### src/rtl/uart_pkg.sv
// Shared definitions for the FIFO-fed UART transmitter: parity encodings,
// FSM states and the helpers that size the baud counter.
package uart_pkg;

   localparam logic [1:0] PAR_NONE = 2'b00;
   localparam logic [1:0] PAR_ODD  = 2'b01;
   localparam logic [1:0] PAR_EVEN = 2'b10;

   typedef enum logic [2:0] {
      ST_IDLE,
      ST_START,
      ST_DATA,
      ST_PARITY,
      ST_STOP
   } tx_state_e;

   function automatic int calc_bps_cnt(input int clk_freq, input int baud);
      return clk_freq / baud;
   endfunction

   // A counter for 0..n-1 needs at least one bit even when n is 2.
   function automatic int calc_cnt_width(input int n);
      return (n <= 2) ? 1 : $clog2(n);
   endfunction

endpackage

### src/rtl/uart_tx_fifo_core_if.sv
// Valid/ready push port carrying bytes into the transmit FIFO.
interface uart_tx_fifo_core_if;

   logic [7:0] tx_data;
   logic       tx_valid;
   logic       tx_ready;

   modport master (output tx_data, output tx_valid, input tx_ready);
   modport slave  (input tx_data, input tx_valid, output tx_ready);

endinterface

### src/rtl/uart_tx_fifo.sv
// Single-clock transmit FIFO: storage, wrapping pointers and a fill counter
// from which full/empty are derived.
module uart_tx_fifo #(
   parameter int DEPTH = 4,
   parameter int WIDTH = 8
) (
   input  logic                     clk,
   input  logic                     rst_n,
   input  logic                     push_i,
   input  logic [WIDTH-1:0]         wdata_i,
   input  logic                     pop_i,
   output logic [WIDTH-1:0]         rdata_o,
   output logic [$clog2(DEPTH):0]   level_o,
   output logic                     full_o,
   output logic                     empty_o
);

   localparam int AW = $clog2(DEPTH);

   if (DEPTH < 2 || (DEPTH & (DEPTH - 1)) != 0) begin : g_bad_depth
      $error("uart_tx_fifo: DEPTH must be a power of two and at least 2");
   end

   logic [WIDTH-1:0] mem_q [DEPTH];
   logic [AW-1:0]    wrPtr_q, wrPtr_d, rdPtr_q, rdPtr_d;
   logic [AW:0]      count_q, count_d;
   logic             pushOk, popOk;

   assign full_o  = (count_q == (AW+1)'(DEPTH));
   assign empty_o = (count_q == '0);
   assign pushOk  = push_i && !full_o;
   assign popOk   = pop_i && !empty_o;
   assign rdata_o = mem_q[rdPtr_q];
   assign level_o = count_q;

   // Pointers wrap naturally because DEPTH is a power of two.
   always_comb begin
      wrPtr_d = wrPtr_q;
      rdPtr_d = rdPtr_q;
      count_d = count_q;
      if (pushOk) wrPtr_d = wrPtr_q + 1'b1;
      if (popOk)  rdPtr_d = rdPtr_q + 1'b1;
      case ({pushOk, popOk})
         2'b10:   count_d = count_q + 1'b1;
         2'b01:   count_d = count_q - 1'b1;
         default: count_d = count_q;
      endcase
   end

   always_ff @(posedge clk or negedge rst_n) begin
      if (!rst_n) begin
         wrPtr_q <= '0;
         rdPtr_q <= '0;
         count_q <= '0;
      end else begin
         wrPtr_q <= wrPtr_d;
         rdPtr_q <= rdPtr_d;
         count_q <= count_d;
      end
   end

   always_ff @(posedge clk) begin
      if (pushOk) mem_q[wrPtr_q] <= wdata_i;
   end

endmodule

### src/rtl/uart_tx_fifo_core.sv
// UART transmitter fed by a small FIFO: sends frames back-to-back with
// per-frame parity and stop-bit settings captured when the word is popped.
module uart_tx_fifo_core
   import uart_pkg::*;
#(
   parameter int CLK_FREQ   = 100_000_000,
   parameter int BAUD       = 2_500_000,
   parameter int DATA_BITS  = 8,
   parameter int FIFO_DEPTH = 4
) (
   input  logic                          clk,
   input  logic                          rst_n,
   uart_tx_fifo_core_if.slave            push,
   input  logic [1:0]                    parity_mode,
   input  logic                          stop_two,
   output logic [$clog2(FIFO_DEPTH):0]   fifo_level,
   output logic                          tx_busy,
   output logic                          uart_txd
);

   localparam int             BPS_CNT   = calc_bps_cnt(CLK_FREQ, BAUD);
   localparam int             BW        = calc_cnt_width(BPS_CNT);
   localparam logic [BW-1:0]  BAUD_LAST = BW'(BPS_CNT - 1);
   localparam logic [2:0]     LAST_DATA = 3'(DATA_BITS - 1);
   localparam logic [7:0]     DATA_MASK = 8'((1 << DATA_BITS) - 1);

   if (BPS_CNT < 2) begin : g_bad_bps
      $error("uart_tx_fifo_core: CLK_FREQ/BAUD must be at least 2");
   end
   if (DATA_BITS < 5 || DATA_BITS > 8) begin : g_bad_bits
      $error("uart_tx_fifo_core: DATA_BITS must be 5..8");
   end

   tx_state_e       state_q, state_d;
   logic [BW-1:0]   baudCnt_q, baudCnt_d;
   logic [2:0]      bitCnt_q, bitCnt_d;
   logic [7:0]      shift_q, shift_d;
   logic            parBit_q, parBit_d, parEn_q, parEn_d, stopTwo_q, stopTwo_d;
   logic            txd_q, txd_d;
   logic            bitTick, stopLast, pop, fifoEmpty, fifoFull;
   logic [7:0]      fifoRdata, wordMasked;

   uart_tx_fifo #(.DEPTH(FIFO_DEPTH), .WIDTH(8)) u_fifo (
      .clk     (clk),
      .rst_n   (rst_n),
      .push_i  (push.tx_valid),
      .wdata_i (push.tx_data),
      .pop_i   (pop),
      .rdata_o (fifoRdata),
      .level_o (fifo_level),
      .full_o  (fifoFull),
      .empty_o (fifoEmpty)
   );

   assign push.tx_ready = !fifoFull;
   assign bitTick       = (baudCnt_q == BAUD_LAST);
   assign stopLast      = (state_q == ST_STOP) && bitTick && (bitCnt_q == {2'b00, stopTwo_q});
   assign pop           = !fifoEmpty && ((state_q == ST_IDLE) || stopLast);
   assign wordMasked    = fifoRdata & DATA_MASK;
   assign uart_txd      = txd_q;

   always_ff @(posedge clk or negedge rst_n) begin
      if (!rst_n) state_q <= ST_IDLE;
      else        state_q <= state_d;
   end

   always_comb begin
      state_d = state_q;
      case (state_q)
         ST_IDLE:   if (pop) state_d = ST_START;
         ST_START:  if (bitTick) state_d = ST_DATA;
         ST_DATA:   if (bitTick && bitCnt_q == LAST_DATA) state_d = parEn_q ? ST_PARITY : ST_STOP;
         ST_PARITY: if (bitTick) state_d = ST_STOP;
         ST_STOP:   if (stopLast) state_d = pop ? ST_START : ST_IDLE;
         default:   state_d = ST_IDLE;
      endcase
   end

   // The line level is registered, so it trails the state by one clock.
   always_comb begin
      tx_busy = (state_q != ST_IDLE);
      case (state_q)
         ST_START:  txd_d = 1'b0;
         ST_DATA:   txd_d = shift_q[0];
         ST_PARITY: txd_d = parBit_q;
         default:   txd_d = 1'b1;
      endcase
   end

   always_comb begin
      baudCnt_d = (state_q == ST_IDLE || bitTick) ? '0 : baudCnt_q + 1'b1;
      bitCnt_d  = bitCnt_q;
      if (state_d != state_q)
         bitCnt_d = '0;
      else if (bitTick && (state_q == ST_DATA || state_q == ST_STOP))
         bitCnt_d = bitCnt_q + 1'b1;
      shift_d   = shift_q;
      parBit_d  = parBit_q;
      parEn_d   = parEn_q;
      stopTwo_d = stopTwo_q;
      if (pop) begin
         shift_d   = wordMasked;
         parEn_d   = (parity_mode == PAR_ODD) || (parity_mode == PAR_EVEN);
         parBit_d  = (parity_mode == PAR_EVEN) ? ^wordMasked : ~^wordMasked;
         stopTwo_d = stop_two;
      end else if (state_q == ST_DATA && bitTick) begin
         shift_d = shift_q >> 1;
      end
   end

   always_ff @(posedge clk or negedge rst_n) begin
      if (!rst_n) begin
         baudCnt_q <= '0;
         bitCnt_q  <= '0;
         shift_q   <= '0;
         parBit_q  <= 1'b0;
         parEn_q   <= 1'b0;
         stopTwo_q <= 1'b0;
         txd_q     <= 1'b1;
      end else begin
         baudCnt_q <= baudCnt_d;
         bitCnt_q  <= bitCnt_d;
         shift_q   <= shift_d;
         parBit_q  <= parBit_d;
         parEn_q   <= parEn_d;
         stopTwo_q <= stopTwo_d;
         txd_q     <= txd_d;
      end
   end

endmodule

### src/flat_wrapper.sv
// flat-port wrapper written by rule: the top's interface ports become plain ports
module uart_tx_fifo_core_flat import uart_pkg::*;
#(
   parameter int CLK_FREQ   = 100_000_000,
   parameter int BAUD       = 2_500_000,
   parameter int DATA_BITS  = 8,
   parameter int FIFO_DEPTH = 4
)
  (clk, rst_n, parity_mode, stop_two, fifo_level, tx_busy, uart_txd, push_tx_data, push_tx_valid, push_tx_ready);
  uart_tx_fifo_core_if push_i ();
  input  logic clk;
  input  logic rst_n;
  input  logic [1:0] parity_mode;
  input  logic stop_two;
  output logic [$clog2(FIFO_DEPTH):0] fifo_level;
  output logic tx_busy;
  output logic uart_txd;
  input wire logic [$bits(push_i.tx_data)-1:0] push_tx_data;
  input wire logic [$bits(push_i.tx_valid)-1:0] push_tx_valid;
  output wire logic [$bits(push_i.tx_ready)-1:0] push_tx_ready;
  assign push_i.tx_data = push_tx_data;
  assign push_i.tx_valid = push_tx_valid;
  assign push_tx_ready = push_i.tx_ready;
  uart_tx_fifo_core #(.CLK_FREQ(CLK_FREQ), .BAUD(BAUD), .DATA_BITS(DATA_BITS), .FIFO_DEPTH(FIFO_DEPTH)) u_core (.clk(clk), .rst_n(rst_n), .push(push_i), .parity_mode(parity_mode), .stop_two(stop_two), .fifo_level(fifo_level), .tx_busy(tx_busy), .uart_txd(uart_txd));
endmodule
### config.mk
export PLATFORM = sky130hd
export DESIGN_NAME = uart_tx_fifo_core_flat
export DESIGN_NICKNAME = d
export VERILOG_FILES = /design/src/rtl/uart_pkg.sv /design/src/rtl/uart_tx_fifo_core_if.sv /design/src/rtl/uart_tx_fifo.sv /design/src/rtl/uart_tx_fifo_core.sv /design/src/flat_wrapper.sv
export SDC_FILE = /design/constraint.sdc
export NUM_CORES = 1
export LEC_CHECK = 0
export CORE_ASPECT_RATIO = 0.6
export CORE_UTILIZATION = 50
export DETAILED_ROUTE_END_ITERATION = 10
export GPL_TIMING_DRIVEN = 0
export PLACE_DENSITY = 0.69
export SYNTH_ARGS = -nofsm -noshare
export SYNTH_HDL_FRONTEND = slang
export SYNTH_HIERARCHICAL = 1
export SYNTH_SLANG_ARGS = --single-unit
export TNS_END_PERCENT = 50
### constraint.sdc
create_clock -name clk -period 2.9 [get_ports clk]
set_input_delay 0.725 -clock clk [delete_from_list [all_inputs] [get_ports clk]]
set_output_delay 0.725 -clock clk [all_outputs]
set_load 0.05 [all_outputs]
* After elaboration in Yosys (flattened, before gate mapping) *
Memories as Yosys holds them, arrays and structs flattened.
Cells that the tools add are included.

cells by class
  shift operators = 0
  $lt $le $gt $ge = 0
  mux-type cells = 18
  $mul = 0
  bitwise logic cells = 0
  equality and inequality tests = 13
  reductions and logical operators = 22
  $add $sub $neg = 6
  div/mod/pow operators = 0

operator list
  kind                 number
  $mux 3               8
  $mux 8               2
  $pmux 3 s5           1
  $eq 3x3->1 const B   3
  $logic_and 1x1->1    8
  $reduce_xnor 8->1    1
  $reduce_xor 8->1     1
  $add 3x1->3 const B  2
  $add 6x1->6 const B  1
  $eq 3x2->1 const B   2
  $eq 6x6->1 const B   1
  $logic_not 3->1      2
  $mux 6               1
  $pmux 3 s2           1
  $reduce_bool 2->1    3
  $add 2x1->2 const B  2
  $eq 2x1->1 const B   2
  $eq 2x2->1 const B   2
  $logic_or 1x1->1     4
  $mux 1               4
  $eq 3x1->1           1
  $eq 3x1->1 const B   1
  $ne 3x3->1           1
  $pmux 1 s3           1
  3 further kinds      4

word-level totals
  word-level logic and storage cells = 71
  output and inout bits = 6
  memories kept = 1
  memory bits (read-only) = 0
  bits in writable memories = 32
  bits in registers = 31
  bits in latches = 0
  input bits = 14

memory list
  memory               words  bits a word  rd ports  clocked after memory_dff  wr ports  line                RTL
  u_core.u_fifo.mem_q  4      8            1         0                         1         uart_tx_fifo.sv:24  logic [WIDTH-1:0] mem_q [DEPTH];

* Depth between registers and ports, before layout *
Gate-level depths: netlist of the first run.

  depth in word-level cells = 10
  mapped depth = 13
  depth with buffers taken out = 12

* Cells and area by module *
The synthesis of the first run kept the hierarchy.

modules (own cells, without submodules)
  module             cells an instance  area each (µm²)  sequential area each (µm²)  instances
  uart_tx_fifo       79                 1592.8           1136.1                      1
  uart_tx_fifo_core  121                1330.0           601.8                       1

* Worst setup path before layout of the first run *
No wires, ideal clock.

  path type = reg2reg
  start = register u_core.u_fifo.count_q[0] (netlist: u_core/u_fifo/level_o[0])
  end = register u_core.u_fifo.count_q[2] (netlist: u_core/u_fifo/level_o[2])
  clock period less this slack = 2.983 ns
  arrival time = 2.901 ns
  buffers on the path = 1
  setup time = 0.082 ns
  required time = 2.818 ns
  path slack = -0.083 ns
  cell stages (with the launch flop) = 13
  cell sequence = dfrtp_1 > nor3_1 > or3_1 > or2_1 > buf_2 > inv_2 > o31a_2 > ha_1 > inv_1 > fa_1 > xor2_1 > nor2_1 > xor2_1

between the ends
  cells in the longest elaborated chain, start to end = 6
  elaborated cells between the ends (all ways) = 13
  classes of those cells = add/sub (2); eq/ne (3); mux (1); reduce/logical (7)

RTL lines
  what                                                    line                     RTL
  start: declaration                                      uart_tx_fifo.sv:26       logic [AW:0] count_q, count_d;
  start signal: assignment                                uart_tx_fifo.sv:58       count_q <= count_d;
  $logic_not 3->1 *                                       uart_tx_fifo.sv:30       assign empty_o = (count_q == '0);
  via u_core.fifoEmpty                                    uart_tx_fifo_core.sv:40  logic bitTick, stopLast, pop, fifoEmpty, fifoFull;
  $logic_not 1->1 *                                       uart_tx_fifo_core.sv:58  assign pop = !fifoEmpty && ((state_q == ST_IDLE) || stopLast);
  $logic_and 1x1->1 *                                     uart_tx_fifo_core.sv:58
  via u_core.pop                                          uart_tx_fifo_core.sv:40
  $logic_and 1x1->1 *                                     uart_tx_fifo.sv:32       assign popOk = pop_i && !empty_o;
  via u_core.u_fifo.popOk                                 uart_tx_fifo.sv:27       logic pushOk, popOk;
  $eq 2x1->1 / $eq 2x2->1 (equally long branches)         uart_tx_fifo.sv:43       case ({pushOk, popOk})
  $pmux 3 s2 / $reduce_bool 2->1 (equally long branches)  n/a

The timed path passes the listed nets; every way through them passes the cells marked *.
A chain may end at the register's enable or synchronous reset.

* Worst setup path in the final report of the first run *
  start = register u_core.baudCnt_q[3]
  end = register u_core.u_fifo.count_q[2] (netlist: u_core/u_fifo/level_o[2])

between the ends
  cells in the longest elaborated chain, start to end = 8
  elaborated cells between the ends (all ways) = 10
  classes of those cells = eq/ne (3); mux (1); reduce/logical (6)

RTL lines
  what                                                    line                      RTL
  start: declaration                                      uart_tx_fifo_core.sv:35   logic [BW-1:0] baudCnt_q, baudCnt_d;
  start signal: assignment                                uart_tx_fifo_core.sv:121  baudCnt_q <= baudCnt_d;
  $eq 6x6->1 *                                            uart_tx_fifo_core.sv:56   assign bitTick = (baudCnt_q == BAUD_LAST);
  $logic_and 1x1->1 * (2 in series)                       uart_tx_fifo_core.sv:57   assign stopLast = (state_q == ST_STOP) && bitTick && (bitCnt_q == {2'b00, stopTwo_q});
  $logic_or 1x1->1 *                                      uart_tx_fifo_core.sv:58
  $logic_and 1x1->1 *                                     uart_tx_fifo_core.sv:58
  via u_core.pop                                          uart_tx_fifo_core.sv:40
  $logic_and 1x1->1 *                                     uart_tx_fifo.sv:32
  via u_core.u_fifo.popOk                                 uart_tx_fifo.sv:27
  $eq 2x1->1 / $eq 2x2->1 (equally long branches)         uart_tx_fifo.sv:43
  $pmux 3 s2 / $reduce_bool 2->1 (equally long branches)  n/a

Marks and branches as above.

==> results.toml, run 1 <==
[status]
outcome = "complete, no violations"

[pwr]
p_seq_share_pct = 38.9
p_sw_share_pct = 35.4
clkPwrFrac_pct = 20.6
combPwrFrac_pct = 40.4
p_per_area_nw_per_um2 = 1040
p_sw_w = 0.00129
peakVddDrop_mv = 0.632
intPower_w = 0.00235
p_leak_nw = 1.34

[floorplan]
pin_count = 20
die-area_um2 = 6170
core_um2 = 5600
initial_core_util_pct = 52.2
die_y_um = 61.2
die-width_um = 101
rows = 21

[route]
highest_layer = "met4"
num_vias = 1687
routed-wl-met3_um = 222
drc = 0
drt_iter0_drc = 63
post_drt_via_cell_ratio = 5.31
wl_per_cell_um = 16.5
ant_nets = 0
drt-total-wl_um = 5260
wl_met2_um = 2130
drt-met1-wl_um = 2880
dr.pass1.iters = 4

[clocking]
clock-sinks = 63
h-tree-depth = 3
hold_buffers = 0
root_buffer = "clkbuf_8"
cts_tree = "done"
cts_made_buffers = 9
cts.path.max_buffers = 2
path_clk_slew_ps = 70
clk_latency_ps = 340

[placed_design]
dp_hpwl_um = 3590
dpl.cell_count = 299
place_congestion = 0.689
port_buffers = 19

[global_routing]
antenna_found_initial = 0
grt_pass1_wl_um = 8510
grt_pass1_vias = 1633
grt_max_degree = 32
grt_overflow = 0
grt_util_all_layers_pct = 19.8

[critical_path]
start_kind = "register"
critical_path_arrival_ps = 3020
worstPathMaxFanout = 10
path_cells = "nor3b_4 -> a41oi_4 -> or2_1 -> buf_4 -> inv_4 -> o31a_2 -> ha_1 -> inv_1 -> fa_1 -> xor2_1 -> nor2_1 -> xor2_1"
max_stage_delay_ps = 450
cpMostUsedCell = "xor2_1"
reg2reg_depth = 12
worstSetupEndpointType = "register"
crit_type = "reg2reg"
worstPathRequired_ps = 3160
slowest_stage = "dfrtp_2"

[timing]
tns_ps = 0
fmax_mhz = 363
min_period_ps = 2760
hold_viol = 0
setup_viol = 0
rsz0062_at_grt = "no"
worst_pin_slew_ps = 729
maxSlewViolCount = 0
period_share_pct = 95.1
fin_skew_ps = 4.06
maxSlewHeadroom_pct = 51.0

[yosys]
synth_top_cell_by_area = "edfxtp_1"
async_reset_ff_share_pct = 49.2
netlist-cell-type-count = 48
syn_area_um2 = 2920
yosys_warnings = 6
synth_ff_type = "edfxtp_1"
synth-seq-cells = 63
synth_edf_count = 32
synth_cells = 200
ys_top_cells_by_area = "edfxtp_1 (33%), dfrtp_1 (26%), mux4_2 (6.2%), mux2_1 (4.2%), xnor2_1 (3.9%)"
syn-num-nets = 224
yosysSeqAreaShare_pct = 59.5
synth_most_common_cell = "edfxtp_1"
syn_avg_cell_area_um2 = 14.6
yosysTopAreaCellShare_pct = 32.9
synth_common_cells = "edfxtp_1 (32), dfrtp_1 (30), xnor2_1 (13)"

[layout]
n_fill_cell = 435
final_cells = 318
diodes = 0
nets = 257
areaGrowthSynthToFinish_pct = 19.3
drive_gt1_share_pct = 24.4

[worst_hold_path]
min_path_type = "in2async"

[flow_run]
max_cap_violations = 0
flip-flops by register name, indices dropped and copies added (netlist names), 2 cells and up:
name                   cells
u_core/u_fifo/level_o      3
u_core/baudCnt_q           6
u_core/u_fifo/mem_q       32
u_core/shift_q             8
u_core/state_q             3
u_core/bitCnt_q            3
u_core/u_fifo/rdPtr_q      2
u_core/u_fifo/wrPtr_q      2
cells by family (layout without fill, tap and decap cells):
| family | Yosys count | count (layout) | synth area share (%) |
|---|---|---|---|
| muxes | 25 | 25 | 12.7 |
| and+or+nand+nor | 49 | 49 | 10.9 |
| xor gates and xnor gates | 20 | 20 | 6.46 |
| AOI/OAI and AO/OA | 16 | 16 | 3.68 |
| adders and majority gates | 10 | 10 | 4.54 |
| buffers and inverters | 17 | 55 | 2.31 |
| DFF | 63 | 63 | 59.5 |
power groups by stage:
stage	logic, W	clock network (W)	registers [W]
6_report	0.00147	0.000751	0.00142
5_1_grt	0.00163	0.000813	0.00145
4_1_cts	0.00143	0.000769	0.00141
3_5_place_dp	0.00141	0	0.00142
3_3_place_gp	0.00139	0	0.00142
2_1_floorplan	0.00101	0	0.00147
final timing paths:
kind                                                from                                    to  slack, ps
max in group asynchronous                          rst_n  u_core/u_fifo/level_o[2]$_DFFE_PN0P_       1960
max                        u_core/baudCnt_q[3]$_DFF_PN0_  u_core/u_fifo/level_o[2]$_DFFE_PN0P_        140
min in group clk             u_core/parBit_q$_DFFE_PN0N_           u_core/parBit_q$_DFFE_PN0N_        520
min reg2reg                  u_core/parBit_q$_DFFE_PN0N_           u_core/parBit_q$_DFFE_PN0N_        520
max reg2reg                u_core/baudCnt_q[3]$_DFF_PN0_  u_core/u_fifo/level_o[2]$_DFFE_PN0P_        140
min                                                rst_n         u_core/baudCnt_q[5]$_DFF_PN0_        430
through the flow:
| step | cell area [µm²] | power (W) | hold slack (ps) | worst slack, ps | util, % |
|---|---|---|---|---|---|
| final | 3490 | 0.00364 | 434 | 142 | 62.3 |
| after CTS | 3430 | 0.00361 | 456 | 4.78 | 61.2 |
| after global placement | 3220 | 0.00280 | 455 | -65.0 | 57.5 |
| after floorplan | 2930 | 0.00248 | 429 | 19.5 | - |
| after global routing | 3490 | 0.00389 | 474 | 15.8 | 62.3 |
| after detailed placement | 3210 | 0.00283 | 460 | -87.3 | 57.4 |
per-layer routing:
layer	vias to the layer above	global-route usage, %
li1	793	-
met1	850	30.2
met2	42	25.7
met3	2	7.95
met4	0	5.18
met5	-	0
cell type report:
type                            instances  area [µm²]  area share, %
Sequential cell                        63        1740           50.0
Clock inverter                          7        72.6           2.08
Multi-Input combinational cell        120        1160           33.3
Inverter                               11        43.8           1.26
Buffer                                  4        21.3          0.610
Timing Repair Buffer                   24         221           6.35
Clock buffer                            9         124           3.55
Tap cell                               80         100           2.87
placed cells by master (no fill, tap or decap), types with 2 or more instances in the layout:
cell,count
ha_1,8
inv_1,10
clkinv_2,2
mux4_2,8
buf_4,6
dfrtp_1,26
a21oi_1,2
o21ai_0,7
clkdlybuf4s50_1,17
and2_2,4
edfxtp_1,32
nor3b_4,2
nand2b_1,2
clkbuf_8,9
nor2_1,10
nor4_1,3
and3_1,2
xor2_1,6
xnor2_1,12
mux2_1,11
mux2i_1,4
nand2_1,9
buf_2,3
clkinvlp_4,2
nor2b_1,2
dfrtp_2,4
nor3_1,3
what timing repair did:
action,in CTS,in global routing
gates resized for setup,5,9
setup endpoints to repair,2,2
setup buffers,0,5
endpoints found under the hold margin,0,0
pin swaps,2,2
critical path, delay by kind of cell, from the launching register on:
kind            cells  cell delay, ps
fa+ha+maj           2             550
simple gates        3             640
compound gates      2             380
buf+inv             3             350
xor+xnor            2             310
flops               1             450
(Power assumes the default switching activity.)
==> inputs of run 2 (changes only) <==
--- a/config.mk
+++ b/config.mk
@@ -5,13 +5,15 @@
 export SDC_FILE = /design/constraint.sdc
 export NUM_CORES = 1
 export LEC_CHECK = 0
+export ABC_CLOCK_PERIOD_IN_PS = 2900
 export CORE_ASPECT_RATIO = 0.6
 export CORE_UTILIZATION = 50
 export DETAILED_ROUTE_END_ITERATION = 10
 export GPL_TIMING_DRIVEN = 0
 export PLACE_DENSITY = 0.69
+export SKIP_CTS_REPAIR_TIMING = 1
 export SYNTH_ARGS = -nofsm -noshare
 export SYNTH_HDL_FRONTEND = slang
 export SYNTH_HIERARCHICAL = 1
 export SYNTH_SLANG_ARGS = --single-unit
-export TNS_END_PERCENT = 50
+export TNS_END_PERCENT = 100
==> results.toml, run 2 (synthesis results as in run 1) <==
[layout]
final_cell_mix = "edfxtp_1 (32), dfrtp_1 (28), clkdlybuf4s50_1 (17)"
final_area_um2 = 3450
top_register = "u_core/u_fifo/mem_q"
areaGrowthSynthToFinish_pct = 18.1
nets = 255
n_fill_cell = 443
largest_registers = "u_core/u_fifo/mem_q x32, u_core/shift_q x8, u_core/baudCnt_q x6"
final_cells = 316
largest_reg_flops = 32
drive_gt1_share_pct = 21.2
layout_commonest_cell = "edfxtp_1"
diodes = 0

[route]
wl_per_cell_um = 16.6
dr.pass1.iters = 4
drc = 0
num_vias = 1682
drt_iter0_drc = 84
drt-total-wl_um = 5260
post_drt_via_cell_ratio = 5.32
ant_nets = 0

[floorplan]
rows = 21
pin_count = 20
die-area_um2 = 6170
die_y_um = 61.2
core_um2 = 5600
initial_core_util_pct = 52.2
die-width_um = 101

[clocking]
root_buffer = "clkbuf_8"
cts_tree = "done"
cts_made_buffers = 9
clock-sinks = 63
h-tree-depth = 3
cts.path.max_buffers = 2
clk_latency_ps = 340
path_clk_slew_ps = 70

[critical_path]
crit_type = "reg2reg"
r2r_slack_ps = 60
slowest_stage = "or3_4"
worstPathRequired_ps = 3160
cpMostUsedCell = "xor2_1"
critical_path_arrival_ps = 3100
worstReg2RegEnd = "u_core/u_fifo/level_o[2]$_DFFE_PN0P_"
worstSetupEndpointType = "register"
start_kind = "register"
critPathLaunch = "u_core/state_q[1]$_DFF_PN0_"
rr_startpoint = "u_core/state_q[1]$_DFF_PN0_"
max_stage_delay_ps = 440
path_cells = "clkbuf_1 -> or3_4 -> or2_1 -> buf_2 -> inv_4 -> o31a_2 -> ha_1 -> inv_1 -> fa_1 -> xor2_1 -> nor2_1 -> xor2_1"
endpoint = "u_core/u_fifo/level_o[2]$_DFFE_PN0P_"
reg2reg_depth = 12
worstPathMaxFanout = 10

[timing]
hold_viol = 0
maxSlewHeadroom_pct = 51.1
tns_ps = 0
setup_viol = 0
min_period_ps = 2840
fin_skew_ps = 4.58
worst_pin_slew_ps = 728
maxSlewViolCount = 0
period_share_pct = 97.8
fmax_mhz = 353
rsz0062_at_grt = "yes"

[placed_design]
dpl.cell_count = 299
port_buffers = 19
dpl_cell_area_um2 = 3210
place_congestion = 0.689
dp_hpwl_um = 3590

[global_routing]
grt_overflow = 0
antenna_found_initial = 0
grt_pass1_vias = 1629
grt_util_all_layers_pct = 19.7
grt_max_degree = 32
grt_pass1_wl_um = 8450

[status]
outcome = "complete, no violations"

[pwr]
p_per_area_nw_per_um2 = 1040
p_leak_nw = 1.33
peakVddDrop_mv = 0.622

[worst_hold_path]
min_path_type = "in2async"

[flow_run]
max_cap_violations = 0
-- run 2: changes by cell type in the layout (fill, tap and decap cells not counted), sizes merged --
cell | before | now
clkbuf | 10 | 12
dlygate4sd2 | 1 | 0
dlymetal6s2s | 0 | 1
buf | 9 | 5
-- run 2: worst min path at each step --
stage | start | endpoint | slack (ps)
floorplan | rst_n | u_core/baudCnt_q[0]$_DFF_PN0_ | 430
global placement | u_core/baudCnt_q[0]$_DFF_PN0_ | u_core/baudCnt_q[0]$_DFF_PN0_ | 450
detailed placement | u_core/baudCnt_q[0]$_DFF_PN0_ | u_core/baudCnt_q[0]$_DFF_PN0_ | 460
CTS | rst_n | u_core/baudCnt_q[5]$_DFF_PN0_ | 460
global route | rst_n | u_core/baudCnt_q[5]$_DFF_PN0_ | 470
finish | rst_n | u_core/baudCnt_q[5]$_DFF_PN0_ | 430
-- run 2: stage by stage --
stage	setup slack, ps	hold WS (ps)	total power (W)	utilization (%)
finish	63.4	432	0.00360	61.7
CTS	-121	456	0.00360	60.9
floorplan	19.5	429	0.00248	-
global route	-111	475	0.00385	61.7
detailed placement	-87.3	460	0.00283	57.4
global placement	-65.0	455	0.00280	57.5
-- run 2: cell type report --
class	count	area (µm²)	area share, %
plain buffers	6	26.3	0.761
clock buffers	9	124	3.59
clock inverters	7	72.6	2.10
inverters	11	43.8	1.27
multi-input cells	120	1150	33.3
flip-flops and latches	63	1740	50.4
well taps	80	100	2.90
repair buffers	20	195	5.65
-- run 2: power breakdown --
| group | switching [W] | internal, W |
|---|---|---|
| clock network | 0.000352 | 0.000397 |
| logic | 0.000755 | 0.000686 |
| registers | 0.000173 | 0.00124 |
| total | 0.00128 | 0.00232 |
-- run 2: critical path, delay by kind of cell, from the launching register on --
| kind | cells | cell delay [ps] |
|---|---|---|
| DFF | 1 | 360 |
| adders and majority gates | 2 | 550 |
| AOI/OAI and AO/OA | 1 | 180 |
| buffers and inverters | 4 | 610 |
| xor gates and xnor gates | 2 | 310 |
| and+or+nand+nor | 3 | 770 |
-- run 2: per-layer routing --
metal	track usage, %	up-vias	share of wire (%)
met1	29.9	834	52
li1	-	789	-
met4	5.18	0	0.55
met3	7.95	2	7.7
met5	0	-	0
met2	25.7	57	40
==> inputs of run 3 (changes only) <==
--- a/config.mk
+++ b/config.mk
@@ -12,6 +12,7 @@
 export GPL_TIMING_DRIVEN = 0
 export PLACE_DENSITY = 0.69
 export SKIP_CTS_REPAIR_TIMING = 1
+export SLEW_MARGIN = 10
 export SYNTH_ARGS = -nofsm -noshare
 export SYNTH_HDL_FRONTEND = slang
 export SYNTH_HIERARCHICAL = 1
==> results of run 3 <==
Final layout, timing and power as in run 2 (identical DEF).
==> RTL change 1 (flow settings as in run 1) <==
`BAUD` is set to 2_500_000 in 2 places; all go to 1_250_000.
--- a/src/rtl/uart_tx_fifo_core.sv
+++ b/src/rtl/uart_tx_fifo_core.sv
@@ -6,3 +6,3 @@
    parameter int CLK_FREQ   = 100_000_000,
-   parameter int BAUD       = 2_500_000,
+   parameter int BAUD       = 1_250_000,
    parameter int DATA_BITS  = 8,
--- a/src/flat_wrapper.sv
+++ b/src/flat_wrapper.sv
@@ -4,3 +4,3 @@
    parameter int CLK_FREQ   = 100_000_000,
-   parameter int BAUD       = 2_500_000,
+   parameter int BAUD       = 1_250_000,
    parameter int DATA_BITS  = 8,
Check against the original RTL: same outputs for any inputs over 10 cycles, from zero or initial values and one cycle with rst_n low; that may be too few to reach the edited logic, so the function may still have changed.
==> RTL change 1 against run 1 <==
Count of clock-buffer cells in the layout increased by 2. Critical path depth decreased by 8. Wire length increased by 2.8%. Power increased by 0.62%. Global-route usage decreased by 0.19 points. Sequential cell count increased by 1. Area after synthesis increased by 2.9%. Worst setup slack got worse by 17 ps. Synthesized cell count increased by 6.5%. Final cell count increased by 4.4%. Final area increased by 2.0%. First-iteration DRC count increased by 100%. Critical path type is now flop to primary output. Highest routed layer unchanged.
==> RTL change 1: results (changes against run 1) <==
first-pass GRT wire length=8.80 mm (+3.3%); Hold WS=438 ps (+3.95 ps); top cells by instance count after synthesis=edfxtp_1 (32), dfrtp_1 (31), nor2_1 (12), xnor2_1 (12), inv_1 (11); VDD IR-drop max=818 uV (+29%); number of nets in the final layout=271 (+5.4%); Reg2Reg Setup Slack=180 ps (+40 ps); WL/cell=16.3 um (-1.5%); crit path to=tx_busy; Avg Synthesized Cell Area=14.1 um2 (-3.4%); DP HPWL=3.78 mm (+5.1%); register area=1760 um2 (+1.2%); reg2reg start=u_core/baudCnt_q[4]; top post-synthesis cells by area=edfxtp_1 (32%), dfrtp_1 (26%), mux4_2 (6.0%); Vias/cell=5.36 (+0.95%); 1st-iter DRT viols=129 (+100%); Seq/Total Area, Yosys=0.586 (-0.00850); Slew headroom=0.512 (+0.00205); CTS Buf Count=9 (unchanged); biggest regs=u_core/u_fifo/mem_q: 32 flops, u_core/shift_q: 8 flops, u_core/baudCnt_q: 7 flops; Fillers=460 (+5.7%); post-route clock skew=6.05 ps (+1.99 ps); async set-reset flop share out of synthesis=0.500 (+0.00794); via count=1778 (+5.4%); Leak Pwr=1.36 nW (+1.3%); Crit. Startpoint=u_core/state_q[0]; largest net degree at the start of global routing=33 (+3.1%); Placer Congestion=0.850 (+23%); share of cells above drive strength 1=0.222 (-0.0215); Placed Cells=312 (+4.3%); outcome=finished clean
==> RTL change 1: worst max-delay path, stage by stage (launching register included) <==
cell and delay, ps:
dfrtp_1 460, clkbuf_1 250, nor3_1 410, inv_1 140, dlygate4sd2_1 450
==> RTL change 1: metal layers <==
metal | wire length [um] | GRT usage
met2 | 2250 | 0.256
met5 | 0 | 0
met3 | 296 | 0.0738
met1 | 2810 | 0.296
met4 | 54 | 0.0673
==> RTL change 1: kinds of logic after synthesis <==
family | share of synthesized area
adder cells (fa/ha/maj) | 0.0441
AND/OR/NAND/NOR | 0.104
AO/OA/AOI/OAI | 0.0691
buffers and inverters | 0.0316
multiplexers | 0.102
flip-flops | 0.586
XOR/XNOR | 0.0628
==> RTL change 1: stage by stage <==
| step | worst slack [ps] | setup TNS, ps |
|---|---|---|
| 3_5_place_dp | -317 | -435 |
| 5_1_grt | 15.9 | 0 |
| 3_3_place_gp | -248 | -297 |
| 4_1_cts | -34.8 | -34.8 |
| 6_report | 125 | 0 |
| 2_1_floorplan | 67.6 | 0 |
==> RTL change 1: cell type report <==
type / instances / area share
buffer: 8 / 0.0144
sequential: 64 / 0.496
clock inverter: 5 / 0.0134
inverter: 11 / 0.0116
clock buffer: 11 / 0.0369
tap: 80 / 0.0281
timing repair buffer: 24 / 0.0623
multi-input combinational: 129 / 0.337
==> RTL change 1: worst min path at each step <==
stage,cells after the start,to,start
6_report,1,u_core/shift_q[4],rst_n
3_3_place_gp,1,u_core/baudCnt_q[0],u_core/baudCnt_q[0]
2_1_floorplan,0,u_core/baudCnt_q[0],rst_n
5_1_grt,1,u_core/shift_q[4],rst_n
4_1_cts,1,u_core/shift_q[4],rst_n
3_5_place_dp,1,u_core/baudCnt_q[0],u_core/baudCnt_q[0]
==> RTL change 1: report_power, final <==
group	switching, mW	internal [mW]
clock	0.323	0.389
sequential	0.177	1.25
combinational	0.803	0.721
total	1.30	2.36
==> RTL change 1: repair_timing <==
item                                    in CTS  in global routing
pin swaps                                    1                  2
endpoints found under the setup margin       3                  1
hold buffers                                 0                  0
resized for setup                            9                  4
gates cloned                                 0                  0
buffers inserted                             1                  4
==> RTL change 2 (config.mk and constraints of run 1) <==
Without the edit above. Make the reset (`rst_n`) synchronous in 3 clocked blocks.
--- a/src/rtl/uart_tx_fifo.sv
+++ b/src/rtl/uart_tx_fifo.sv
@@ -49,3 +49,3 @@
 
-   always_ff @(posedge clk or negedge rst_n) begin
+   always_ff @(posedge clk) begin
       if (!rst_n) begin
--- a/src/rtl/uart_tx_fifo_core.sv
+++ b/src/rtl/uart_tx_fifo_core.sv
@@ -61,3 +61,3 @@
 
-   always_ff @(posedge clk or negedge rst_n) begin
+   always_ff @(posedge clk) begin
       if (!rst_n) state_q <= ST_IDLE;
@@ -110,3 +110,3 @@
 
-   always_ff @(posedge clk or negedge rst_n) begin
+   always_ff @(posedge clk) begin
       if (!rst_n) begin
Check against the original RTL: differs if rst_n is asserted again (counterexample within 4 cycles, from zero or initial values and one cycle with rst_n low); with rst_n held inactive, the same outputs for 10 cycles.
==> RTL change 2 against run 1 <==
Sequential cell count increased by 2. Sequential share of layout area is 4.8 points lower. Area after synthesis rose by 4.2%. Worst setup slack better by 62 ps. Global-route usage increased by 1.2 points. Power decreased by 13%. Sequential power is 13% lower. Count of clock-buffer cells in the layout grew 4. Via count increased by 21%. Final area rose by 3.1%. Non-clock buffer count rose by 9. Wire length grew 13%.
==> RTL change 2: results (changes against run 1) <==
share of cells above drive strength 1=0.172 (-0.0719); Leak Pwr=1.25 nW (-7.2%); RR Endpoint=u_core/u_fifo/level_o[2]; CP max-delay cell=fa_1; Reg2Reg Setup Slack=200 ps (+60 ps); number of nets in the final layout=310 (+21%); clk buf depth=2 (unchanged); Yosys cell types=49 (+2.1%); post-route clock skew=9.33 ps (+5.28 ps); 1st-iter DRT viols=89 (+41%); Mapped Nets=275 (+23%); WL/cell=16.1 um (-2.7%); gr usage total=0.210 (+0.0124); top post-synthesis cells by area=edfxtp_1 (32%), dfxtp_1 (22%), mux4_2 (5.9%); DP HPWL=4.17 mm (+16%); VDD IR-drop max=531 uV (-16%); Antenna diodes=0 (unchanged); outcome=finished clean; yosys warns=6 (unchanged); clk root buf=clkbuf_8; ys flop type=dfxtp_1; worst slew pin tran=616 ps (-113 ps); async set-reset flop share out of synthesis=0 (-0.492); Seq/Total Area, Yosys=0.532 (-0.0624); worst-case reg-to-reg path depth=14 (+2); vias in the first global route=2002 (+23%); reg2reg start=u_core/baudCnt_q[1]; initial antenna violation count=0 (unchanged); slowest stage delay, CP=370 ps (-80 ps); Worst Path Max Fanout=8 (-2); Vias/cell=5.49 (+3.4%); Place WS=-80.3 ps (+6.96 ps); data arrival time of the worst path=2970 ps (-50 ps); IO buf count=19 (unchanged); top cells by instance count after synthesis=dfxtp_1 (33), edfxtp_1 (32), inv_1 (18); first-pass GRT wire length=9.86 mm (+16%); Peak Freq=371 MHz (+2.3%); crit-path leading delay family=adder cells; Placer Congestion=0.872 (+27%)
RTL change 2: cell count changes after synthesis, moves of 6 or more:
cell,change
mux2_1,-11
dfrtp_1,-30
o21a_1,+7
a21oi_1,+6
a211oi_1,+7
and2_1,+7
nand2_1,+7
inv_1,+8
a32o_1,+6
dfxtp_1,+33
RTL change 2: metal layers:
metal / part of all wire / vias up / GRT usage / wire, um
li1: - / 994 / - / -
met1: 0.50 / 984 / 0.319 / 3000
met2: 0.41 / 50 / 0.273 / 2470
met3: 0.071 / 7 / 0.0828 / 426
met4: 0.011 / 0 / 0.0581 / 68
met5: 0 / - / 0 / 0
RTL change 2: worst reg2reg max path: stages (launching register included):
cell	delay [ps]
dfxtp_1	330
ha_2	190
and2_1	130
buf_4	150
a41o_1	200
buf_6	110
nand2_1	70
inv_2	100
nor2b_4	180
ha_4	160
inv_1	50
fa_1	370
xor2_1	160
or3_1	310
a21boi_1	130
RTL change 2: metrics by stage:
| stage | area [um2] | utilization | std cells |
|---|---|---|---|
| finish | 3590 | 0.627 | 371 |
| global route | 3590 | 0.627 | 371 |
| CTS | 3530 | 0.616 | 367 |
| detailed placement | 3340 | 0.584 | 350 |
| global placement | 3340 | 0.584 | 350 |
| floorplan | 3050 | - | 251 |
RTL change 2: how the worst min path moves through the flow:
stage                                   start                  end  slack, ps  cells after the start
after global routing      u_core/baudCnt_q[0]  u_core/baudCnt_q[0]        440                      1
final                     u_core/baudCnt_q[0]  u_core/baudCnt_q[0]        420                      1
after floorplan           u_core/baudCnt_q[0]  u_core/baudCnt_q[0]        420                      1
after detailed placement  u_core/baudCnt_q[0]  u_core/baudCnt_q[0]        440                      1
after CTS                 u_core/baudCnt_q[0]  u_core/baudCnt_q[0]        450                      1
after global placement    u_core/baudCnt_q[0]  u_core/baudCnt_q[0]        440                      1
RTL change 2: kinds of logic after synthesis:
kind of cell               after synthesis  synth area share
and+or+nand+nor                         66             0.130
buffers and inverters                   32            0.0513
adders and majority gates               10            0.0435
DFF                                     65             0.532
xor gates and xnor gates                16            0.0505
AOI/OAI and AO/OA                       49             0.117
muxes                                   13            0.0756
RTL change 2: area by class of cell:
class                      instances  area, um2
tap                               80        100
inverter                          19       71.3
buffer                            13       87.6
fill                             478       2130
multi-input combinational        154       1310
clock buffer                      13        159
sequential                        65       1620
clock inverter                     3       16.3
timing repair buffer              24        226
RTL change 2: what timing repair did:
item | CTS | global route
setup buffers | 1 | 4
hold endpoints to repair | 0 | 0
endpoints found under the setup margin | 2 | 1
gates resized for setup | 3 | 9
pin swaps | 0 | 2
RTL change 2: power by group:
group          leakage [nW]  switching (mW)  internal (mW)  total (mW)
logic                 0.596           0.683          0.593        1.28
registers             0.563          0.0991           1.13        1.23
clock network        0.0871           0.328          0.353       0.681
total                  1.25            1.11           2.08        3.19
